==> config.mk <==
export PLATFORM = sky130hd
export DESIGN_NAME = pio_edge_irq_in
export DESIGN_NICKNAME = d
export VERILOG_FILES = /design/src/rtl/pio_edge_irq_pkg.sv /design/src/rtl/pio_db_filter.sv /design/src/rtl/pio_edge_irq_in.sv
export SDC_FILE = /design/constraint.sdc
export NUM_CORES = 1
export LEC_CHECK = 0
export ABC_AREA = 0
export CAP_MARGIN = 30
export CORE_UTILIZATION = 49
export CTS_CLUSTER_SIZE = 30
export DETAILED_ROUTE_END_ITERATION = 12
export DONT_BUFFER_PORTS = 1
export PLACE_DENSITY = 0.76
export SYNTH_ARGS = -nofsm -noshare
export SYNTH_HDL_FRONTEND = slang
export SYNTH_SLANG_ARGS = --single-unit
==> constraint.sdc <==
create_clock -name clk -period 1.5 [get_ports clk]
set_input_delay 0.45 -clock clk [delete_from_list [all_inputs] [get_ports clk]]
set_output_delay 0.45 -clock clk [all_outputs]
set_load 0.05 [all_outputs]
==> src/rtl/pio_edge_irq_pkg.sv <==
// Shared constants for the parametrised edge-capture interrupt input port.
// Holds the register address map used by pio_edge_irq_in and its bench.
package pio_edge_irq_pkg;

  localparam logic [2:0] ADDR_DATA = 3'd0;  // conditioned input data (R)
  localparam logic [2:0] ADDR_RISE = 3'd1;  // rising-edge enable (RW)
  localparam logic [2:0] ADDR_MASK = 3'd2;  // interrupt mask (RW)
  localparam logic [2:0] ADDR_EDGE = 3'd3;  // edge capture (R, W1C)
  localparam logic [2:0] ADDR_FALL = 3'd4;  // falling-edge enable (RW)
  localparam logic [2:0] ADDR_DBTH = 3'd5;  // debounce threshold (RW)

endpackage

==> src/rtl/pio_db_filter.sv <==
// Single-bit debounce filter.
// The filtered output follows the synchronised input only after the input
// has disagreed with it for thresh+1 consecutive cycles. The threshold is
// sampled live, so a new value applies to any count already in flight.
// Ports:
//   clk      in   system clock
//   reset    in   synchronous, active-high reset
//   sync_in  in   synchronised input bit
//   thresh   in   DB_W-bit threshold
//   filt     out  filtered bit (registered)
module pio_db_filter #(
  parameter int DB_W = 4
) (
  input  logic            clk,
  input  logic            reset,
  input  logic            sync_in,
  input  logic [DB_W-1:0] thresh,
  output logic            filt
);

  logic [DB_W-1:0] cnt_r;
  logic            filt_r;

  // Count consecutive disagreeing cycles; flip the filtered bit at threshold
  always_ff @(posedge clk) begin
    if (reset) begin
      cnt_r  <= '0;
      filt_r <= 1'b0;
    end else if (sync_in == filt_r) begin
      cnt_r  <= '0;
    end else if (cnt_r == thresh) begin
      filt_r <= sync_in;
      cnt_r  <= '0;
    end else begin
      cnt_r  <= cnt_r + DB_W'(1'b1);
    end
  end

  assign filt = filt_r;

endmodule

==> src/rtl/pio_edge_irq_in.sv <==
// Parametrised edge-capture interrupt input port on an Avalon-MM slave.
// Each of WIDTH asynchronous inputs passes through a SYNC_STAGES-deep
// synchroniser (and optionally a debounce filter); selected rising/falling
// edges set write-1-to-clear capture bits, and any unmasked capture bit
// raises the level interrupt.
// Optional feature: define PIO_EDGE_IRQ_DEBOUNCE_EN to add a per-channel
// debounce filter and the threshold register at address 5.
// Ports:
//   clk         in   system clock
//   reset       in   synchronous, active-high reset
//   address     in   3-bit register select
//   chipselect  in   slave select
//   write_n     in   active-low write strobe
//   writedata   in   WIDTH-bit write data
//   in_port     in   WIDTH asynchronous external inputs
//   readdata    out  WIDTH-bit registered read data (1-cycle latency)
//   irq         out  active-high level interrupt
module pio_edge_irq_in
  import pio_edge_irq_pkg::*;
#(
  parameter int WIDTH       = 6,
  parameter int SYNC_STAGES = 2,
  parameter int DB_W        = 4,
  parameter int DB_DEFAULT  = 3
) (
  input  logic             clk,
  input  logic             reset,
  input  logic [2:0]       address,
  input  logic             chipselect,
  input  logic             write_n,
  input  logic [WIDTH-1:0] writedata,
  input  logic [WIDTH-1:0] in_port,
  output logic [WIDTH-1:0] readdata,
  output logic             irq
);

  logic [SYNC_STAGES-1:0][WIDTH-1:0] sync_r;
  logic [WIDTH-1:0] sync_s;
  logic [WIDTH-1:0] cond_s;
  logic [WIDTH-1:0] prev_r;
  logic [WIDTH-1:0] rise_en_r;
  logic [WIDTH-1:0] fall_en_r;
  logic [WIDTH-1:0] irq_mask_r;
  logic [WIDTH-1:0] edge_capture_r;
  logic [WIDTH-1:0] det_s;
  logic [WIDTH-1:0] clr_s;
  logic [WIDTH-1:0] dbth_rd_s;
  logic [WIDTH-1:0] rd_nxt_s;
  logic [WIDTH-1:0] readdata_r;
  logic             wr_s;

  assign wr_s = chipselect & ~write_n;

  // Synchroniser: index 0 takes the raw input, the last stage is "sync"
  always_ff @(posedge clk) begin
    if (reset) begin
      sync_r <= '0;
    end else begin
      sync_r <= {sync_r[SYNC_STAGES-2:0], in_port};
    end
  end

  assign sync_s = sync_r[SYNC_STAGES-1];

`ifdef PIO_EDGE_IRQ_DEBOUNCE_EN
  logic [DB_W-1:0]  dbth_r;
  logic [WIDTH-1:0] filt_s;

  // Debounce threshold register
  always_ff @(posedge clk) begin
    if (reset) begin
      dbth_r <= DB_W'(DB_DEFAULT);
    end else if (wr_s && (address == ADDR_DBTH)) begin
      dbth_r <= writedata[DB_W-1:0];
    end else begin
      dbth_r <= dbth_r;
    end
  end

  for (genvar gi = 0; gi < WIDTH; gi++) begin : g_filt
    pio_db_filter #(.DB_W(DB_W)) u_filt (
      .clk     (clk),
      .reset   (reset),
      .sync_in (sync_s[gi]),
      .thresh  (dbth_r),
      .filt    (filt_s[gi])
    );
  end

  // Zero-extend the threshold onto the read bus
  always_comb begin
    dbth_rd_s            = '0;
    dbth_rd_s[DB_W-1:0]  = dbth_r;
  end

  assign cond_s = filt_s;
`else
  assign cond_s    = sync_s;
  assign dbth_rd_s = '0;
`endif

  // Software-visible control registers
  always_ff @(posedge clk) begin
    if (reset) begin
      rise_en_r  <= '0;
      fall_en_r  <= '0;
      irq_mask_r <= '0;
    end else if (wr_s) begin
      case (address)
        ADDR_RISE: rise_en_r  <= writedata;
        ADDR_MASK: irq_mask_r <= writedata;
        ADDR_FALL: fall_en_r  <= writedata;
        default:   rise_en_r  <= rise_en_r;
      endcase
    end else begin
      rise_en_r  <= rise_en_r;
    end
  end

  // Edge detect against the previous conditioned value
  assign det_s = (cond_s & ~prev_r & rise_en_r) | (~cond_s & prev_r & fall_en_r);
  assign clr_s = (wr_s && (address == ADDR_EDGE)) ? writedata : '0;

  // Capture register: OR-ing det after the clear makes a same-cycle edge win
  always_ff @(posedge clk) begin
    if (reset) begin
      prev_r         <= '0;
      edge_capture_r <= '0;
    end else begin
      prev_r         <= cond_s;
      edge_capture_r <= (edge_capture_r & ~clr_s) | det_s;
    end
  end

  // Read mux, registered every cycle independent of chipselect
  always_comb begin
    rd_nxt_s = '0;
    case (address)
      ADDR_DATA: rd_nxt_s = cond_s;
      ADDR_RISE: rd_nxt_s = rise_en_r;
      ADDR_MASK: rd_nxt_s = irq_mask_r;
      ADDR_EDGE: rd_nxt_s = edge_capture_r;
      ADDR_FALL: rd_nxt_s = fall_en_r;
      ADDR_DBTH: rd_nxt_s = dbth_rd_s;
      default:   rd_nxt_s = '0;
    endcase
  end

  // Read data register
  always_ff @(posedge clk) begin
    if (reset) begin
      readdata_r <= '0;
    end else begin
      readdata_r <= rd_nxt_s;
    end
  end

  assign readdata = readdata_r;
  assign irq      = |(edge_capture_r & irq_mask_r);

endmodule

==> flow_metrics.tcl <==
set metrics [dict create \
    min_period_over_period_pct 103 \
    power_density_nw_per_um2 1050 \
    comb_power_share_pct 4.2 \
    post-synth-top-count-cell "dfxtp_1" \
    first_pass_iters 4 \
    drcViolationCount 0 \
    p_seq_share_pct 57.5 \
    grt_pass1_vias 1419 \
    fin_crit_ps 1550 \
    root_buffer "clkbuf_8" \
    synth_cells 205 \
    crit_arrival_ps 1100 \
    io_buffers 0 \
    cp_max_fo 2 \
    place_area_um2 2050 \
    p_int_w 0.00184 \
    antenna_found_initial 0 \
    synth_area_um2 2020 \
    setup_ws_ps -51.1 \
    num_vias 1511 \
    wl_mm 4.21 \
    holdWs_ps 213 \
    post_synth.cell_area_avg_um2 9.87 \
    drive_gt1_share_pct 13.6 \
    synth.yosys.seq_area_share_pct 47.5 \
    synthDistinctLibCells 31 \
    gp_congestion 0.907 \
    cp_slowest_cell "dfxtp_2" \
    track_usage_pct 21.6 \
    ant_nets 0 \
    violations "setup timing" \
    ir_drop_v 0.000495 \
    synth_commonest_cells "48 x dfxtp_1, 20 x o21ai_1, 18 x a21oi_1, 18 x nor2b_1, 14 x nand3b_1" \
    start_kind "flip-flop" \
    fill_cells 340 \
    slew_viol_final 0 \
    drtIter0Drc 289 \
    die_area_um2 4390 \
    p_total_w 0.00230 \
    h-tree-depth 2 \
    antenna_cells 0 \
    synth_edf_count 0 \
    r2r-start "cond_s[3]$_SDFF_PP0_" \
    initial_utilization_pct 53.3 \
    fp.dieW_um 66.3 \
    vias_per_cell 5.95 \
    num_rows 22 \
    yosysTopAreaCellShare_pct 47.5 \
    clock_sinks 48 \
    grt_max_degree 50 \
    multiInputGateArea_um2 1010 \
    area_growth_pct 8.10 \
    clock_latency_ps 300 \
    critPathRequiredTime_ps 1050 \
    switchingPower_w 0.000461 \
    drv_cap 0 \
    leakagePower_nw 0.720 \
    synth_seq_cells 48 \
    p_sw_share_pct 20.1 \
    ys_warn_count 0 \
    tightest_slew_ps 472 \
    path_clk_slew_ps 80 \
    coreArea_um2 3800 \
    die_h_um 66.3 \
    clock_power_share_pct 38.3 \
    end_kind "output port" \
    holdCritStartpoint "reset" \
    grt_setup_unrepaired "yes" \
    synthArstFlopShare_pct 0 \
    setup_violations 1 \
    finalHoldViolCount 0 \
    nNetsFinal 226 \
    grt_pass1_wl_mm 6.96 \
    cts_hold_buf 0 \
    synthFlopType "dfxtp_1" \
    wl_per_cell_um 16.6 \
    final_area_um2 2190 \
    hpwl_mm 2.83 \
    hold_path_class "in -> reg" \
    syn_nets 224 \
    boundaryPins 26 \
    fin_skew_ps 5.45 \
    numCtsBuffers 5 \
    fmax_mhz 645 \
    startpoint "irq_mask_r[3]$_SDFFE_PP0P_" \
    crit_chain "a22oi_2 > nand3_1 > buf_6" \
    slowest_delay_ps 330 \
    outcome "finished with violations" \
    synth_area_leaders "dfxtp_1 47%, mux2i_1 5.9%, nor2b_1 5.6%" \
    crit_type "reg -> out" \
    slew_headroom_pct 68.5 \
    clock_path_buffers 2 \
    regArea_um2 967 \
    cts_tree "built" \
    grt_remaining_overflow 0 \
    yosysTopAreaCell "dfxtp_1" \
]
-- layout by cell type (no fill, tap or decap), drive strengths merged --
cell type,n
or4b,2
clkbuf,5
nand3b,14
buf,5
nor3,1
o21ba,1
nor4b,1
nor2b,18
a21oi,18
a31oi,6
nor2,1
mux2i,12
nand4bb,2
nor3b,2
inv,2
nand3,13
o21ai,20
bufinv,1
a22oi,8
nand2b,14
nand2,6
dfxtp,48
a2bb2oi,5
and4bb,1
-- registers in the layout, indices dropped and copies added (netlist names) --
signal / count
irq_mask_r: 6
readdata: 6
prev_r: 6
fall_en_r: 6
rise_en_r: 6
edge_capture_r: 6
sync_r: 6
cond_s: 6
-- final cells by class --
cell class / instances / area share [%]
clock buffer: 5 / 3.15
multi-input combinational: 145 / 46.3
inverter: 2 / 0.343
clock inverter: 1 / 1.37
tap: 48 / 2.75
timing repair buffer: 5 / 1.89
sequential: 48 / 44.2
-- worst max-delay path: cells and delay by family, from the launching register on --
family / cells / cell delay, ps
flip-flops: 1 / 330
AO/OA/AOI/OAI: 1 / 190
buffers and inverters: 1 / 170
AND/OR/NAND/NOR: 1 / 120
-- kinds of logic after synthesis --
logic type             Yosys count  share of synthesized area (%)
and+or+nand+nor                 75                           26.5
AOI/OAI and AO/OA               58                           16.9
DFF                             48                           47.5
muxes                           12                           5.94
buffers and inverters           12                           3.22
-- path summary, 6_finish.rpt --
| check | cells after the start | endpoint | slack (ps) |
|---|---|---|---|
| worst max-delay path | 3 | irq | -50 |
| worst min-delay path | 1 | edge_capture_r[3]$_SDFF_PP0_ | 210 |
| worst max register to register | 3 | readdata[3]$_SDFF_PP0_ | 330 |
| worst min register to register | 1 | cond_s[3]$_SDFF_PP0_ | 440 |
-- power groups by stage --
stage	Sequential [W]	Combinational, W	Clock (W)
detailed placement	0.00135	0.0000948	0
finish	0.00132	0.0000962	0.000880
global route	0.00132	0.000105	0.000949
CTS	0.00132	0.0000958	0.000889
floorplan	0.00134	0.000117	0
global placement	0.00135	0.0000941	0
-- stage by stage --
step	utilization [%]	setup slack, ps	cells	TNS [ps]
2_1_floorplan	-	117	205	0
3_3_place_gp	53.9	153	246	0
3_5_place_dp	53.9	114	246	0
4_1_cts	57.4	-44.5	254	-44.5
5_1_grt	57.6	-102	254	-102
6_report	57.6	-51.1	254	-51.1
-- per-layer routing --
metal	global-route usage, %	vias up	wire length [um]
li1	-	740	-
met5	0	-	0
met1	30.1	700	1900
met4	6.38	0	55
met3	6.38	8	314
met2	31.9	63	1940
-- timing repair --
item / in CTS / in global routing
endpoints found under the setup margin: 1 / 1
pin swaps: 2 / 1
resized for setup: 7 / 2
buffers inserted: 2 / 0
No activity file was read; power rests on OpenSTA's default activity.
